--- config.mk ---
export PLATFORM = sky130hd
export DESIGN_NAME = pc_stack
export DESIGN_NICKNAME = d
export VERILOG_FILES = /design/src/rtl/pc_stack.sv
export SDC_FILE = /design/constraint.sdc
export NUM_CORES = 1
export LEC_CHECK = 0
export ABC_CLOCK_PERIOD_IN_PS = 3400
export CAP_MARGIN = 20
export CORE_ASPECT_RATIO = 1.4
export CORE_MARGIN = 4
export CORE_UTILIZATION = 55
export DETAILED_ROUTE_END_ITERATION = 10
export GPL_ROUTABILITY_DRIVEN = 0
export PLACE_DENSITY = 0.83
export RECOVER_POWER = 25
export SLEW_MARGIN = 25
export SYNTH_ARGS = -nofsm -noshare
export SYNTH_HDL_FRONTEND = slang
export SYNTH_SLANG_ARGS = --single-unit
--- constraint.sdc ---
create_clock -name clk -period 3.4 [get_ports clk]
set_input_delay 0.68 -clock clk [delete_from_list [all_inputs] [get_ports clk]]
set_output_delay 0.68 -clock clk [all_outputs]
set_load 0.01 [all_outputs]
--- src/rtl/pc_stack.sv ---
// pc_stack: program counter with return-address stack (optional PC_STACK_CIRCULAR_EN overwrites oldest entry on overflow)
module pc_stack #(
    parameter int               WIDTH     = 16,
    parameter int               DEPTH     = 8,
    parameter logic [WIDTH-1:0] RESET_VEC = '0
) (
    input  logic                       clk,
    input  logic                       reset,
    input  logic [WIDTH-1:0]           in,
    input  logic                       load,
    input  logic                       inc,
    input  logic                       call,
    input  logic                       ret,
    output logic [WIDTH-1:0]           out,
    output logic [$clog2(DEPTH+1)-1:0] depth,
    output logic                       empty,
    output logic                       full,
    output logic                       overflow,
    output logic                       underflow
);
    localparam int DW = $clog2(DEPTH + 1);
    localparam int PW = $clog2(DEPTH);
    localparam logic [DW:0] SUM_DEPTH = (DW + 1)'(DEPTH);

    logic [WIDTH-1:0] stack [DEPTH];
    logic [PW-1:0]    base;
    logic [DW:0]      push_sum, pop_sum;
    logic [PW-1:0]    push_idx, pop_idx;
    logic             do_call, push_en;

`ifndef PC_STACK_CIRCULAR_EN
    assign base = '0;
`endif

    // Map logical stack positions onto physical slots relative to the base pointer
    always_comb begin
        push_sum = {1'b0, depth} + (DW + 1)'(base);
        push_idx = PW'(push_sum >= SUM_DEPTH ? push_sum - SUM_DEPTH : push_sum);
        pop_sum  = push_sum - (DW + 1)'(1);
        pop_idx  = PW'(pop_sum >= SUM_DEPTH ? pop_sum - SUM_DEPTH : pop_sum);
        do_call  = !reset && !load && call;
`ifdef PC_STACK_CIRCULAR_EN
        push_en  = do_call;
`else
        push_en  = do_call && !full;
`endif
    end

    // Stack storage; kept reset-free so it can map onto a plain register file
    always_ff @(posedge clk) begin
        if (push_en)
            stack[push_idx] <= out + WIDTH'(1);
    end

    // PC, depth and status registers with strict control priority
    always_ff @(posedge clk) begin
        if (reset) begin
            out       <= RESET_VEC;
            depth     <= '0;
            empty     <= 1'b1;
            full      <= 1'b0;
            overflow  <= 1'b0;
            underflow <= 1'b0;
`ifdef PC_STACK_CIRCULAR_EN
            base      <= '0;
`endif
        end else if (load) begin
            out <= in;
        end else if (call) begin
            out <= in;
            if (full) begin
                overflow <= 1'b1;
`ifdef PC_STACK_CIRCULAR_EN
                base     <= base == PW'(DEPTH - 1) ? '0 : base + PW'(1);
`endif
            end else begin
                depth <= depth + DW'(1);
                empty <= 1'b0;
                full  <= depth == DW'(DEPTH - 1);
            end
        end else if (ret) begin
            if (empty) begin
                underflow <= 1'b1;
            end else begin
                out   <= stack[pop_idx];
                depth <= depth - DW'(1);
                empty <= depth == DW'(1);
                full  <= 1'b0;
            end
        end else if (inc) begin
            out <= out + WIDTH'(1);
        end
    end
endmodule

## Word-level counts from Yosys, hierarchy flattened

Memory sizes are Yosys's and may differ from the RTL's.
Index checks and enable logic that the tools add are counted.

| storage, ports and cells | value |
|---|---|
| register bits | 24 |
| memory bits (writable) | 128 |
| input bits | 22 |
| output and inout bits | 24 |
| word-level logic and storage cells | 57 |
| memories kept | 1 |

Memory list:

| memory | words | bits a word | rd ports | clocked after Yosys merged registers in | write ports | line | RTL |
|---|---|---|---|---|---|---|---|
| stack | 8 | 16 | 1 | 0 | 1 | 25 | `logic [WIDTH-1:0] stack [DEPTH];` |

| cells by class | value |
|---|---|
| add/subtract/negate cells | 6 |
| order comparisons | 2 |
| eq/ne operators | 5 |
| multiplexer cells | 21 |
| bitwise operators | 2 |
| reductions and logical operators | 14 |

Operators by type and width:

| operator | number |
|---|---|
| 2-to-1 mux 16 bit | 5 |
| adder 16 x 1 -> 16 bit (second input constant) | 1 |
| 2-to-1 mux 4 bit | 4 |
| 2-to-1 mux 1 bit | 10 |
| AND reduction 3 bit | 3 |
| AND reduction 4 bit | 2 |
| 2-to-1 mux 3 bit | 2 |
| subtractor 3 x 1 -> 3 bit (second input constant) | 2 |
| greater-or-equal comparator 5 x 4 -> 1 bit (second input constant) | 1 |
| subtractor 4 x 1 -> 5 bit (second input constant) | 1 |
| adder 4 x 1 -> 4 bit (second input constant) | 1 |
| == test 4 x 1 -> 1 bit (second input constant) | 1 |
| == test 4 x 3 -> 1 bit (second input constant) | 1 |
| greater-or-equal comparator 4 bit (second input constant) | 1 |
| != test 2 bit (second input constant) | 2 |
| != test 4 bit (second input constant) | 1 |
| nonzero test 4 bit | 1 |
| subtractor 4 x 1 -> 4 bit (second input constant) | 1 |
| logical AND 1 bit | 3 |
| zero test 1 bit | 3 |
| inverter 1 bit | 2 |
| AND reduction 2 bit | 1 |
| nonzero test 2 bit | 1 |

## Logic depth before layout (Yosys ltp)

Gate-level depths: netlist of the first run.
An unclocked memory read counts as a cell.

| logic depth | value |
|---|---|
| depth in word-level cells | 8 |
| depth in mapped cells | 11 |
| mapped depth without buffers | 7 |

## Worst setup path before layout of the first run

OpenSTA, ideal clock, no wires.

| timing | value |
|---|---|
| path type | input port to flip-flop |
| start | input port call |
| end | memory stack[1][0] (enable) |
| setup time | 409 ps |
| arrival | 2534 ps |
| required time | 2991 ps |
| slack | 457 ps |
| stages on the path | 5 |
| path buffers | 1 |
| cells stage by stage | clkbuf_1 -> nand2b_1 -> nor3_1 -> nand2_1 -> nor3_1 |

| between the ends | value |
|---|---|
| word-level cells in the longest chain between the ends | 4 |

RTL lines:

| item | line | RTL |
|---|---|---|
| from (decl) | 12 | `input logic call,` |
| logical AND 1 bit | 41 | `do_call = !reset && !load && call;` |
| logical AND 1 bit | 45 | `push_en = do_call && !full;` |
| 2-to-1 mux 1 bit | 51 | `if (push_en)` |
| 2-to-1 mux 1 bit (implied by the code) | 52 | `stack[push_idx] <= out + WIDTH'(1);` |
| to (decl) | 25 |  |

No other way between the ends.

## Final worst setup path of the first run

| timing | value |
|---|---|
| start | input port ret |
| end | register out[10] |

| between the ends | value |
|---|---|
| word-level cells in the longest chain between the ends | 3 |
| elaborated cells between the ends (all ways) | 6 |
| classes of those cells | eq/ne (1); mux (3); reduce/logical (2) |

RTL lines:

| item | line | RTL |
|---|---|---|
| from (decl) | 13 | `input logic ret,` |
| 2-to-1 mux 16 bit | 81 | `end else if (ret) begin` |
| 2-to-1 mux 16 bit | 69 | `end else if (call) begin` |
| 2-to-1 mux 16 bit | 67 | `end else if (load) begin` |
| to (signal assigned) | 68 | `out <= in;` |
| to (signal assigned) | 70 | `out <= in;` |
| to (signal assigned) | 85 | `out <= stack[pop_idx];` |
| to (decl) | 14 | `output logic [WIDTH-1:0] out,` |

Several ways; a longest one is shown, not always the timed one.
A chain may end at the register's enable or synchronous reset.

==> results of run 1 <==
## final cells by class
class | instances | area, µm² | area share (%)
Timing Repair Buffer | 63 | 582 | 7.41
Sequential cell | 152 | 4330 | 55.1
Tap cell | 144 | 180 | 2.29
Clock inverter | 15 | 208 | 2.64
Inverter | 8 | 30.0 | 0.382
Multi-Input combinational cell | 259 | 2100 | 26.8
Clock buffer | 17 | 425 | 5.42
## metrics by stage
step | cell area [µm²] | setup WS, ns | utilization, % | std cells | total power, mW
6_report | 7850 | 0.312 | 68.2 | 658 | 4.64
5_1_grt | 7850 | 0.189 | 68.2 | 658 | 4.79
4_1_cts | 7860 | 0.582 | 68.3 | 658 | 4.66
3_5_place_dp | 7230 | 0.377 | 62.8 | 626 | 2.66
3_3_place_gp | 7230 | 0.560 | 62.8 | 626 | 2.64
2_1_floorplan | 6550 | 0.457 | - | 441 | 2.47
## worst max-delay path: cells and delay by family
kind                   cells  cell delay, ns
AO/OA/AOI/OAI              2            0.85
buffers and inverters      2            1.31
AND/OR/NAND/NOR            3            0.53
## how the worst max path moves through the flow
| stage | depth (start not counted) | end | startpoint |
|---|---|---|---|
| after CTS | 7 | out[11] | depth[1] |
| after global routing | 7 | out[10] | ret |
| after detailed placement | 5 | out[10] | call |
| after global placement | 6 | out[15] | call |
| final | 7 | out[10] | ret |
| after floorplan | 5 | stack[1][0] | call |
## synth_stat cells, types with 2 or more instances
library cell,instances,area [µm²]
a31o_2,2,17.5
mux2i_1,10,100
o311ai_0,2,17.5
nand2b_1,5,31.3
o21ai_0,14,70.1
inv_1,8,30.0
or3_1,3,18.8
nand2_1,39,146
buf_4,3,22.5
clkbuf_1,11,41.3
nand3_1,8,40.0
dfxtp_1,24,480
nor3_1,14,70.1
ha_1,4,50.1
mux2_2,3,33.8
nor2_1,41,154
a22oi_1,3,22.5
o2111ai_1,3,26.3
a221oi_1,4,35.0
a211oi_1,2,15.0
mux4_2,29,653
buf_2,6,30.0
a211oi_2,3,37.5
xor2_1,9,78.8
nor2b_1,4,25.0
a2111oi_0,5,43.8
a21oi_1,13,65.1
o22ai_1,4,25.0
a31oi_1,2,12.5
nor4_1,3,18.8
xnor2_1,9,78.8
nand4_1,5,31.3
edfxtp_1,128,3840
## cells by family (layout without fill, tap and decap cells)
family | Yosys count | after routing | synth area share, %
xor+xnor | 19 | 19 | 2.83
compound gates | 62 | 62 | 6.63
flops | 152 | 152 | 66.0
buf+inv | 30 | 103 | 2.02
fa+ha+maj | 4 | 4 | 0.764
mux | 43 | 43 | 12.4
simple gates | 131 | 131 | 9.32
## layer usage
layer,track usage [%],vias up
li1,-,1837
met1,30.9,2115
met4,13.4,0
met5,0,-
met3,5.61,61
met2,39.5,249
## flip-flops by register name, summed over array words and instances, names as in the netlist
register and count:
depth 4, empty 1, full 1, out 16, overflow 1, stack 128
underflow 1
## power by group through the flow
stage / sequential, mW / combinational (mW) / clock, mW
2_1_floorplan: 2.15 / 0.321 / 0
3_3_place_gp: 2.16 / 0.485 / 0
3_5_place_dp: 2.16 / 0.497 / 0
4_1_cts: 2.12 / 0.504 / 2.03
5_1_grt: 2.13 / 0.542 / 2.12
6_report: 2.12 / 0.504 / 2.01
==> out/results.txt, run 1 <==
hold-fix buffers at CTS: 0
reg2reg start: depth[1]
total length of routed wires: 15,700 µm
PortBufs: 45
DR WL/cell: 23.8 µm
HPWL Detailed: 9830 µm
TritonCTS Buffers: 17
leakage power: 2.66 nW
Final min period: 3.09 ns
post-CTS setup buffer count: 0
Setup TNS: 0 ns
CTS tree: done
H-tree levels: 4
Worst-Skew Late Latency: 0.43 ns
Tcrit/Tclk final: 90.8%
Initial DRC Count: 459
fmax: 324 MHz
Core Box Area: 11,500 µm²
wire length on met2: 7960 µm
Max-slew headroom: 23.9%
vias: 4,262
number of diodes: 0
critical path class: input port to flop
YS warnings: 0
WHS Path Cells: 2
Die H: 137 µm
Seq cells post-synth: 152
die area: 13,700 µm²
Pwr Density: 591 nW/µm²
most common cell after layout, fill and taps aside: edfxtp_1
most common flop cell mapped by yosys: edfxtp_1
Post-synth EDFFs: 128
outcome: finished, final reports clean
die width: 100 µm
Comb pwr share: 10.9%
commonest cells after routing, fill and taps aside: 128 x edfxtp_1, 41 x nor2_1, 39 x nand2_1, 39 x clkdlybuf4s50_1, 29 x mux4_2
required time of the worst setup path: 3.68 ns
sequential share of the synthesized area: 66.0%
Reg2Reg Depth: 7
fin nets: 527
Clk pwr share: 43.4%
Clock Path Buffers: 2
Fillers: 752
synthesis-to-finish area growth: 19.9%
CP Launch Type: input port
share of layout cells above drive strength 1: 17.7%
net switching power: 1.05 mW
DR DRC count: 0
Reg clk slew, reported paths: 0.06 ns
Final Setup Violations: 0
vias in the first global route: 4,284
Worst EP arrival: 3.37 ns
RR Endpoint: out[10]
CP peak stage delay: 0.84 ns
CP endpoint kind: flop
IO Count: 46
WHS: 0.457 ns
FFs w/ async S/R, synth: 0%
Slowest cell on crit path: clkbuf_1
R2R Setup Slk: 0.52 ns
Final ANT Viol Nets: 0
Pre-antenna DRT Iters: 5
met3 routed WL: 1210 µm
Unique masters post-synth: 51
final hold vios: 0
HP Start: underflow
via density per instance: 6.48
CTS sink count: 152
Post-Syn Instances: 441
worst-margin pin slew: 1.14 ns
Net Sw Frac: 22.7%
Layout Skew: 0.0123 ns
post-cts repair resize count: 0
Max Cap Violations: 0
largest net degree at the start of global routing: 37
CP Cell Sequence: clkdlybuf4s50_1 -> clkbuf_1 -> nand2b_1 -> nand3_1 -> nor2_1 -> a2111oi_0 -> a211oi_2
CP Max Fanout: 25
global route total overflow: 0
Avg Inst Size Synth: 14.9 µm²
VDD IR max: 408 µV
Slew Viols, Final: 0
first-pass GRT wire length: 24,400 µm
root buffer cell: clkbuf_16
Starting Density: 56.9%
top routing layer in use: met4
RSZ-0062 raised after global routing: false
Internal Power: 3.59 mW
GRT Overall Usage: 24.6%
FP Rows: 46
Hold Crit Class: flop to flop
Min-Delay Endpoint: underflow
Sequential Power Share: 45.8%
M1 WL: 5740 µm
Syn Nets: 467
Cell Area, Synth: 6550 µm²
initial antenna violation count: 0
Note: power is estimated with default switching activity, not from simulation.
==> run 2: changes to the inputs <==
Settings changed: TNS_END_PERCENT from default to 30.
==> results of run 2 <==
Same layout as run 1: the final DEF is identical, and so are final timing and power.
==> run 3: changes to the inputs <==
Settings changed: CTS_CLUSTER_SIZE from default to 14.
==> results of run 3 <==
Same layout as run 1: the final DEF is identical, and so are final timing and power.
